===== config.mk =====
export PLATFORM = sky130hd
export DESIGN_NAME = regfile_read_arbiter_flat
export DESIGN_NICKNAME = d
export VERILOG_FILES = /design/src/rtl/regfile_read_arbiter_pkg.sv /design/src/rtl/regfile_read_arbiter_if.sv /design/src/rtl/regfile_read_arbiter_pick.sv /design/src/rtl/regfile_read_arbiter.sv /design/src/flat_wrapper.sv
export SDC_FILE = /design/constraint.sdc
export NUM_CORES = 1
export LEC_CHECK = 0
export BUFFER_PORTS_ARGS = -buffer_cell sky130_fd_sc_hd__buf_2
export CAP_MARGIN = 15
export CELL_PAD_IN_SITES_DETAIL_PLACEMENT = 1
export CELL_PAD_IN_SITES_GLOBAL_PLACEMENT = 2
export CORE_UTILIZATION = 30
export CTS_CLUSTER_SIZE = 30
export DETAILED_ROUTE_END_ITERATION = 12
export PLACE_DENSITY = 0.83
export SETUP_SLACK_MARGIN = 0.4
export SYNTH_ARGS = -nofsm -noshare
export SYNTH_HDL_FRONTEND = slang
export SYNTH_HIERARCHICAL = 1
export SYNTH_SLANG_ARGS = --single-unit

===== constraint.sdc =====
create_clock -name clk -period 2.8 [get_ports clk]
set_clock_uncertainty 0.1 [all_clocks]
set_input_delay 0.28 -clock clk [delete_from_list [all_inputs] [get_ports clk]]
set_output_delay 0.28 -clock clk [all_outputs]
set_load 0.005 [all_outputs]

===== src/rtl/regfile_read_arbiter_pkg.sv =====
// ============================================================================
// Module  : regfile_arb_pkg
// Brief   : Shared constants and helpers for the register-file read arbiter.
// Revision: 1.0 - initial release
// ============================================================================
`default_nettype none

package regfile_arb_pkg;

    localparam int REG_ADDR_W = 4;
    localparam int REG_DATA_W = 32;

    localparam int REQ_OPA = 0;
    localparam int REQ_OPB = 1;
    localparam int REQ_SHF = 2;
    localparam int REQ_STD = 3;

    // Index of the set bit in a one-hot vector of up to eight bits.
    function automatic logic [2:0] onehot_to_idx(input logic [7:0] oh);
        logic [2:0] idx;
        idx = '0;
        for (int i = 0; i < 8; i++) begin
            if (oh[i]) idx = 3'(i);
        end
        return idx;
    endfunction

endpackage

`default_nettype wire


===== src/rtl/regfile_read_arbiter_if.sv =====
// ============================================================================
// Module  : regfile_read_arbiter_if
// Brief   : Request/grant and mux-return bundle of the register-file read port.
// Revision: 1.0 - initial release
// ============================================================================
`default_nettype none

interface regfile_read_arbiter_if #(
    parameter int NUM_REQ = 4,
    parameter int DATA_W  = 32,
    parameter int ADDR_W  = 4,
    parameter int ID_W    = 2
);
    logic [NUM_REQ-1:0]        req;
    logic [NUM_REQ*ADDR_W-1:0] req_addr;
    logic                      stall;
    logic [NUM_REQ-1:0]        grant;
    logic [ADDR_W-1:0]         mux_sel;
    logic [DATA_W-1:0]         mux_y;
    logic [DATA_W-1:0]         rdata;
    logic                      rvalid;
    logic [ID_W-1:0]           rid;

    modport slave (
        input  req, req_addr, stall, mux_y,
        output grant, mux_sel, rdata, rvalid, rid
    );

    modport master (
        output req, req_addr, stall, mux_y,
        input  grant, mux_sel, rdata, rvalid, rid
    );
endinterface

`default_nettype wire


===== src/rtl/regfile_read_arbiter_pick.sv =====
// ============================================================================
// Module  : rr_priority_pick
// Brief   : Combinational round-robin picker starting the search at rr_ptr.
// Revision: 1.0 - initial release
// ============================================================================
`default_nettype none

module rr_priority_pick
    import regfile_arb_pkg::*;
#(
    parameter int NUM_REQ = 4,
    parameter int ID_W    = 2
) (
    input  wire logic [NUM_REQ-1:0] req_i,
    input  wire logic [ID_W-1:0]    rr_ptr_i,
    output logic      [NUM_REQ-1:0] grant_o,
    output logic      [ID_W-1:0]    win_o,
    output logic                    any_o
);

    logic [NUM_REQ-1:0] rot;
    logic [NUM_REQ-1:0] rot_gnt;
    logic [NUM_REQ-1:0] gnt;

    // Rotate so rr_ptr sits at bit 0, take the lowest set bit, rotate back.
    assign rot     = NUM_REQ'({req_i, req_i} >> rr_ptr_i);
    assign rot_gnt = rot & (~rot + NUM_REQ'(1));
    assign gnt     = NUM_REQ'(({rot_gnt, rot_gnt} << rr_ptr_i) >> NUM_REQ);

    assign grant_o = gnt;
    assign win_o   = ID_W'(onehot_to_idx(8'(gnt)));
    assign any_o   = |req_i;

endmodule

`default_nettype wire


===== src/rtl/regfile_read_arbiter.sv =====
// ============================================================================
// Module  : regfile_read_arbiter
// Brief   : Round-robin sharing of one register-file read mux; returns tagged data.
// Revision: 1.0 - initial release
// ============================================================================
`default_nettype none

module regfile_read_arbiter
    import regfile_arb_pkg::*;
#(
    parameter int NUM_REQ = 4,
    parameter int DATA_W  = REG_DATA_W,
    parameter int ADDR_W  = REG_ADDR_W,
    parameter int ID_W    = 2
) (
    input  wire logic               clk,
    input  wire logic               rst_n,
    regfile_read_arbiter_if.slave   arb_bus
);

    logic [NUM_REQ-1:0] pick_grant;
    logic [NUM_REQ-1:0] grant;
    logic [ID_W-1:0]    win;
    logic               any;
    logic               xfer;
    logic [ADDR_W-1:0]  mux_sel;

    logic [ID_W-1:0]    rr_ptr_q,  rr_ptr_d;
    logic [DATA_W-1:0]  rdata_q,   rdata_d;
    logic [ID_W-1:0]    rid_q,     rid_d;
    logic               rvalid_q,  rvalid_d;

    rr_priority_pick #(
        .NUM_REQ (NUM_REQ),
        .ID_W    (ID_W)
    ) u_pick (
        .req_i    (arb_bus.req),
        .rr_ptr_i (rr_ptr_q),
        .grant_o  (pick_grant),
        .win_o    (win),
        .any_o    (any)
    );

    // Grant is suppressed combinationally while in reset or stalled.
    assign xfer  = any && !arb_bus.stall && rst_n;
    assign grant = xfer ? pick_grant : '0;

    always_comb begin
        mux_sel = '0;
        for (int i = 0; i < NUM_REQ; i++) begin
            if (grant[i]) mux_sel = arb_bus.req_addr[i*ADDR_W +: ADDR_W];
        end
    end

    always_comb begin
        rr_ptr_d = rr_ptr_q;
        rdata_d  = rdata_q;
        rid_d    = rid_q;
        rvalid_d = 1'b0;
        if (xfer) begin
            rdata_d  = arb_bus.mux_y;
            rid_d    = win;
            rvalid_d = 1'b1;
            rr_ptr_d = (win == ID_W'(NUM_REQ - 1)) ? '0 : win + ID_W'(1);
        end
    end

    always_ff @(posedge clk or negedge rst_n) begin
        if (!rst_n) begin
            rr_ptr_q <= '0;
            rdata_q  <= '0;
            rid_q    <= '0;
            rvalid_q <= 1'b0;
        end else begin
            rr_ptr_q <= rr_ptr_d;
            rdata_q  <= rdata_d;
            rid_q    <= rid_d;
            rvalid_q <= rvalid_d;
        end
    end

    assign arb_bus.grant   = grant;
    assign arb_bus.mux_sel = mux_sel;
    assign arb_bus.rdata   = rdata_q;
    assign arb_bus.rid     = rid_q;
    assign arb_bus.rvalid  = rvalid_q;

endmodule

`default_nettype wire

===== src/flat_wrapper.sv =====
// flat-port wrapper written by rule: the top's interface ports become plain ports
module regfile_read_arbiter_flat import regfile_arb_pkg::*;
#(
    parameter int NUM_REQ = 4,
    parameter int DATA_W  = REG_DATA_W,
    parameter int ADDR_W  = REG_ADDR_W,
    parameter int ID_W    = 2
)
  (clk, rst_n, arb_bus_req, arb_bus_req_addr, arb_bus_stall, arb_bus_mux_y, arb_bus_grant, arb_bus_mux_sel, arb_bus_rdata, arb_bus_rvalid, arb_bus_rid);
  regfile_read_arbiter_if #(.NUM_REQ(NUM_REQ), .DATA_W(DATA_W), .ADDR_W(ADDR_W), .ID_W(ID_W)) arb_bus_i ();
  input  wire logic clk;
  input  wire logic rst_n;
  input wire logic [$bits(arb_bus_i.req)-1:0] arb_bus_req;
  input wire logic [$bits(arb_bus_i.req_addr)-1:0] arb_bus_req_addr;
  input wire logic [$bits(arb_bus_i.stall)-1:0] arb_bus_stall;
  input wire logic [$bits(arb_bus_i.mux_y)-1:0] arb_bus_mux_y;
  output wire logic [$bits(arb_bus_i.grant)-1:0] arb_bus_grant;
  output wire logic [$bits(arb_bus_i.mux_sel)-1:0] arb_bus_mux_sel;
  output wire logic [$bits(arb_bus_i.rdata)-1:0] arb_bus_rdata;
  output wire logic [$bits(arb_bus_i.rvalid)-1:0] arb_bus_rvalid;
  output wire logic [$bits(arb_bus_i.rid)-1:0] arb_bus_rid;
  assign arb_bus_i.req = arb_bus_req;
  assign arb_bus_i.req_addr = arb_bus_req_addr;
  assign arb_bus_i.stall = arb_bus_stall;
  assign arb_bus_i.mux_y = arb_bus_mux_y;
  assign arb_bus_grant = arb_bus_i.grant;
  assign arb_bus_mux_sel = arb_bus_i.mux_sel;
  assign arb_bus_rdata = arb_bus_i.rdata;
  assign arb_bus_rvalid = arb_bus_i.rvalid;
  assign arb_bus_rid = arb_bus_i.rid;
  regfile_read_arbiter #(.NUM_REQ(NUM_REQ), .DATA_W(DATA_W), .ADDR_W(ADDR_W), .ID_W(ID_W)) u_core (.clk(clk), .rst_n(rst_n), .arb_bus(arb_bus_i));
endmodule

==> results of run 1 <==
[where the power goes]
group / internal, mW / total, mW / leakage, nW / switching, mW
logic: 0.344 / 0.593 / 0.901 / 0.249
registers: 0.639 / 0.719 / 0.435 / 0.0804
clock network: 0.222 / 0.399 / 0.0542 / 0.177
total: 1.21 / 1.71 / 1.39 / 0.506
[placed cells by master (no fill, tap or decap), types with 2 or more instances in the layout]
master and instances:
buf_2 98, dfrtp_1 35, mux2_4 33, clkbuf_8 7, inv_1 7, nand2_1 7
nor2_1 5, and2_1 4, a211o_1 4, o22ai_1 4, a221oi_1 3, a21oi_1 3
nor2b_4 2, a221oi_2 2, mux2_2 2, buf_4 2, dfrtp_2 2, o21ai_0 2
[sequential cells by signal, summed over array words and instances (netlist names)]
| register | cells |
|---|---|
| u_core/arb_bus.rid | 2 |
| u_core/rr_ptr_q | 2 |
| u_core/arb_bus.rdata | 32 |
| u_core/arb_bus.rvalid | 1 |
[critical path, delay by kind of cell (launching register included)]
kind	cells	cell delay, ns
and+or+nand+nor	1	0.18
DFF	1	0.44
buffers and inverters	2	0.31
AOI/OAI and AO/OA	3	0.72
[layout make-up]
type / instances / area, sq um / area share
clock buffer: 7 / 96.34 / 0.03732
clock inverter: 1 / 5.005 / 0.001939
inverter: 7 / 26.28 / 0.01018
multi-input combinational: 85 / 905.9 / 0.3509
sequential: 37 / 928.4 / 0.3597
tap: 75 / 93.84 / 0.03635
timing repair buffer: 101 / 525.5 / 0.2036
[kinds of logic (layout without fill, tap and decap cells)]
| family | Yosys count | count (layout) | share of synthesized area |
|---|---|---|---|
| compound gates | 26 | 26 | 0.1044 |
| mux | 35 | 35 | 0.2668 |
| simple gates | 23 | 23 | 0.07410 |
| fa+ha+maj | 1 | 1 | 0.006442 |
| flops | 37 | 37 | 0.4768 |
| buf+inv | 16 | 116 | 0.07152 |
[per-layer routing]
layer | GRT usage | share of wire
met5 | 0 | 0
met3 | 0.03516 | 0.084
met2 | 0.2364 | 0.46
met1 | 0.1798 | 0.44
met4 | 0.04737 | 0.013
[final timing paths]
path,endpoint,slack [ns]
setup / recovery,arb_bus_mux_sel[0],0.48
hold / removal,u_core/arb_bus.rdata[26],0.02
setup reg to reg,u_core/rr_ptr_q[1],0.76
hold reg to reg,u_core/arb_bus.rdata[29],0.40
max in group asynchronous,u_core/rr_ptr_q[0],2.23
min in group clk,u_core/arb_bus.rdata[2],0.12
[metrics by stage]
stage	cell area, sq um	std cells
3_5_place_dp	2436	303
6_report	2581	313
5_1_grt	2581	313
4_1_cts	2540	311
3_3_place_gp	2436	303
2_1_floorplan	1942	138
[what timing repair did]
action | in CTS | in global routing
resized for setup | 2 | 7
setup buffers | 0 | 2
setup endpoints to repair | 3 | 4
==> flow_summary_export.csv, run 1 <==
group,metric,value,unit
final_layout,n_antenna_cell,0,
logic_synthesis,seq_area_frac_synth,0.4768,
worst_setup_path,worstPathMaxFanout,9,
logic_synthesis,synth_edf_count,0,
routing,via_per_inst,4.677,
worst_setup_path,r2r_start,"u_core/rr_ptr_q[0]",
timing,slew_violations,0,
final_layout,drive_above_1_share,0.6597,
global_routing,grt_max_degree,38,
timing,rsz0062_at_grt,"no",
worst_setup_path,worstSetupPathType,"reg -> out",
place,place_congestion,0.7064,
clock_network,cts_root_buffer,"clkbuf_8",
global_routing,grt_first_pass_wirelength,7189,um
worst_setup_path,end_kind,"output port",
logic_synthesis,synth_area_leader_cell,"dfrtp_1",
clock_network,clkTransAtPathRegs,0.07,ns
logic_synthesis,synthCells,138,
clock_network,cts.htree.levels,2,
floorplanning,die_w,82.46,um
timing,relSlewSlack,0.6881,
logic_synthesis,synth_most_common_cell,"dfrtp_1",
routing,vias,1464,
routing,drt_iter0_markers,27,
logic_synthesis,synth_area,1942,sq um
worst_setup_path,reg2regPathDepth,6,
timing,hold_viol,0,
routing,wl_per_cell,15.32,um
clock_network,cts.sinks,37,
routing,drc_errors,0,
clock_network,clock_path_buffers,2,
worst_setup_path,cp-start-kind,"register",
logic_synthesis,yosysTopAreaCellShare,0.4768,
floorplanning,coreArea,6096,sq um
worst_setup_path,cp-startpoint,"u_core/rr_ptr_q[0]",
floorplanning,die_h,82.46,um
place,place_ws,0.6706,ns
worst_setup_path,crit_chain,"buf_2 > nor3b_2 > o31a_4 > a221oi_1 > o22ai_1 > buf_2",
floorplanning,pin_count,98,
clock_network,ctsHoldBuffers,0,
timing,worstMarginPinSlew,0.4679,ns
power_and_ir_drop,ir_drop,0.0002368,V
power_and_ir_drop,p_leak,1.391,nW
place,dp_hpwl,3601,um
timing,finalCritPeriodShare,0.8288,
global_routing,grt_use_total,0.1424,
floorplanning,rows,28,
clock_network,cts_tree,"built",
timing,fin_ws,0.4793,ns
worst_setup_path,cp.required,2.42,ns
timing,fmax,0.4309,GHz
worst_setup_path,worst_ep_arrival_time,1.94,ns
logic_synthesis,syn_area_per_cell,14.07,sq um
timing,timing.setup.tns,0,ns
logic_synthesis,synth-main-ff-cell,"dfrtp_1",
logic_synthesis,synthArstFlopShare,1.000,
run_status,status,"completed",
floorplanning,initial_utilization,0.3186,
logic_synthesis,syn_nets,194,
flow_run,drv_cap,0,
logic_synthesis,synth_warnings,6,
routing,ant_nets,0,
global_routing,grt_pass1_vias,1456,
power_and_ir_drop,power.total,1.712,mW
clock_network,insertion_delay,0.28,ns
routing,dr.pass1.iters,4,
timing,finalCriticalPeriod,2.321,ns
final_layout,nets,293,
place,io_buffers,97,
global_routing,antenna_found_initial,0,
timing,hold-worst-slack,0.02176,ns
power_and_ir_drop,power_density,663.1,nW/um^2
final_layout,fin_util,0.4234,
final_layout,area_growth,32.93,%
timing,setup_viol,0,
clock_network,cts_made_buffers,5,
worst_setup_path,slowest_stage,"dfrtp_2",
worst_setup_path,max_stage_delay,0.44,ns
logic_synthesis,synth_cell_type_count,30,
hold_path,hold_class,"in -> async",
floorplanning,dieArea,6799,sq um
logic_synthesis,yosys-top-cells-count,"dfrtp_1, mux2_4, inv_1, nand2_1",
worst_setup_path,cp_common_cell,"buf_2",
final_layout,fill_cells,704,
logic_synthesis,synth-seq-cells,37,
logic_synthesis,netlist_top_cells_area,"dfrtp_1, mux2_4, buf_12, buf_6, a221oi_1",
global_routing,grt.overflow.total,0,
routing,finalWirelength,4796,um
(Power assumes the default switching activity.)
==> run 2: changes to the inputs <==
- CORE_UTILIZATION: 30 -> 28
- PLACE_DENSITY: 0.83 -> 0.78
- clock period: 2.8 -> 2.2 ns (I/O delays scaled with it)
==> run 2 against run 1 <==
Effect of this change:
- via count grew 7.4%
- critical path type unchanged
- cell count rose by 6.7%
- hold slack better by 0.037 ns
- power up 41%
- global-route usage decreased by 0.28 points
- register-to-register slack worse by 0.64 ns
- critical path depth increased by 2
- clock power is 30% higher
- sequential share of layout area down 3.1 points
- die area up 7.0%
- wire length increased by 8.6%
- highest routed layer unchanged
- sequential power is 25% higher
- critical endpoint unchanged
==> flow_summary_export.csv, run 2 (synthesis results as in run 1) <==
group,metric,value,unit
timing,fmax,0.4595,GHz
routing,finalWirelength,5207,um
timing,fin_ws,0.02380,ns
place,dp_hpwl,3446,um
worst_setup_path,cp.required,1.88,ns
power_and_ir_drop,swShare,0.2994,
power_and_ir_drop,p_switching,0.7204,mW
final_layout,fill_cells,730,
final_layout,area_growth,45.55,%
final_layout,largest_reg_flops,32,
final_layout,n_antenna_cell,0,
clock_network,cts.htree.levels,2,
power_and_ir_drop,p_int,1.686,mW
clock_network,cts.sinks,37,
worst_setup_path,worstPathMaxFanout,6,
final_layout,regArea,928.4,sq um
place,place_congestion,0.7178,
timing,finalCritPeriodShare,0.9892,
worst_setup_path,crit_chain,"buf_12 > nor2b_1 > o21ai_1 > and3_4 > buf_4 > a221oi_2 > o22ai_1 > buf_2",
floorplanning,die_w,85.28,um
final_layout,mostFrequentLayoutCell,"buf_2",
clock_network,clkTransAtPathRegs,0.07,ns
power_and_ir_drop,p_leak,1.507,nW
place,io_buffers,97,
final_layout,final_cells,334,
routing,drc_errors,0,
timing,finalCriticalPeriod,2.176,ns
floorplanning,die_h,85.28,um
worst_setup_path,slowest_stage,"dfrtp_2",
clock_network,cts_root_buffer,"clkbuf_8",
routing,vias,1572,
worst_setup_path,worst_ep_arrival_time,1.86,ns
global_routing,grt_first_pass_wirelength,7990,um
global_routing,grt.overflow.total,0,
power_and_ir_drop,power.total,2.407,mW
floorplanning,initial_utilization,0.2973,
timing,worstMarginPinSlew,0.4832,ns
floorplanning,rows,29,
clock_network,cts_made_buffers,5,
worst_setup_path,worst-path-buf-inv,3,
run_status,status,"completed",
floorplanning,pin_count,98,
place,place_inst,306,
timing,rsz0062_at_grt,"yes",
final_layout,multiInputGateArea,968.4,sq um
power_and_ir_drop,ir_drop,0.0002624,V
floorplanning,coreArea,6531,sq um
global_routing,grt_pass1_vias,1636,
flow_run,drv_cap,0,
worst_setup_path,end_kind,"output port",
global_routing,grt_max_degree,38,
timing,hold-worst-slack,0.05917,ns
hold_path,hold_class,"in -> reg",
routing,ant_nets,0,
power_and_ir_drop,clock_power_share,0.216,
final_layout,final_cell_mix,"buf_2, dfrtp_1, mux2_4, buf_4",
power_and_ir_drop,comb_power_share,0.410,
final_layout,design_area,2826,sq um
final_layout,fin_util,0.4328,
routing,via_per_inst,4.707,
worst_setup_path,cp-start-kind,"register",
timing,relSlewSlack,0.6779,
routing,dr.pass1.iters,4,
place,place_ws,0.08716,ns
power_and_ir_drop,power_frac_seq,0.374,
worst_setup_path,max_stage_delay,0.43,ns
power_and_ir_drop,power_density,851.4,nW/um^2
floorplanning,dieArea,7272,sq um
timing,timing.setup.tns,0,ns
worst_setup_path,worstSetupPathType,"reg -> out",
timing,hold_viol,0,
clock_network,cts_tree,"built",
timing,setup_viol,0,
clock_network,clock_path_buffers,2,
global_routing,antenna_found_initial,0,
worst_setup_path,cpLargestDelayFamily,"flip-flops",
final_layout,drive_above_1_share,0.7082,
final_layout,nets,312,
place,placed_area,2446,sq um
timing,slew_violations,0,
global_routing,grt_use_total,0.1395,
clock_network,insertion_delay,0.29,ns
routing,drt_iter0_markers,29,
routing,wl_per_cell,15.59,um
## run 2: cell types whose count changed in the layout (fill, tap and decap cells not counted), sizes merged
cell,change
dlygate4sd3,+1
buf,+17
o31a,+1
## run 2: power groups by stage
stage	clock network (mW)	logic (mW)	registers, mW
floorplan	0	0.497	0.899
global placement	0	0.687	0.924
detailed placement	0	0.692	0.934
CTS	0.550	0.898	0.901
global route	0.573	1.06	0.922
finish	0.520	0.987	0.900
## run 2: path summary, 6_finish.rpt
kind	from	cells after the start	slack, ns	endpoint
worst max-delay path	u_core/rr_ptr_q[0]	8	0.02	arb_bus_mux_sel[0]
worst min-delay path	arb_bus_mux_y[20]	2	0.06	u_core/arb_bus.rdata[20]
worst max register to register	u_core/rr_ptr_q[1]	7	0.12	u_core/rr_ptr_q[1]
worst min register to register	u_core/arb_bus.rdata[11]	1	0.40	u_core/arb_bus.rdata[11]
max in group asynchronous	rst_n	3	1.17	u_core/rr_ptr_q[1]
min in group asynchronous	rst_n	3	0.47	u_core/rr_ptr_q[0]
## run 2: metal layers
layer | share of wire | vias to the layer above | global-route usage | wire length [um]
met5 | 0 | - | 0 | 0
met4 | 0.0073 | 0 | 0.03636 | 38
met3 | 0.077 | 7 | 0.03891 | 400
met2 | 0.47 | 72 | 0.2397 | 2472
met1 | 0.44 | 761 | 0.1727 | 2297
li1 | - | 732 | - | -
## run 2: area by class of cell
cell class | count | area share
multi-input combinational | 86 | 0.3426
clock inverter | 1 | 0.001771
tap | 77 | 0.03409
inverter | 7 | 0.009296
clock buffer | 7 | 0.03409
timing repair buffer | 119 | 0.2497
sequential | 37 | 0.3285
## run 2: timing repair
item                                    in CTS  in global routing
resized for setup                           17                 13
cloned                                       1                  0
hold buffers                                 1                  0
buffers inserted                             8                 10
endpoints found under the hold margin       37                  0
pin swaps                                    6                  7
endpoints found under the setup margin      10                 11
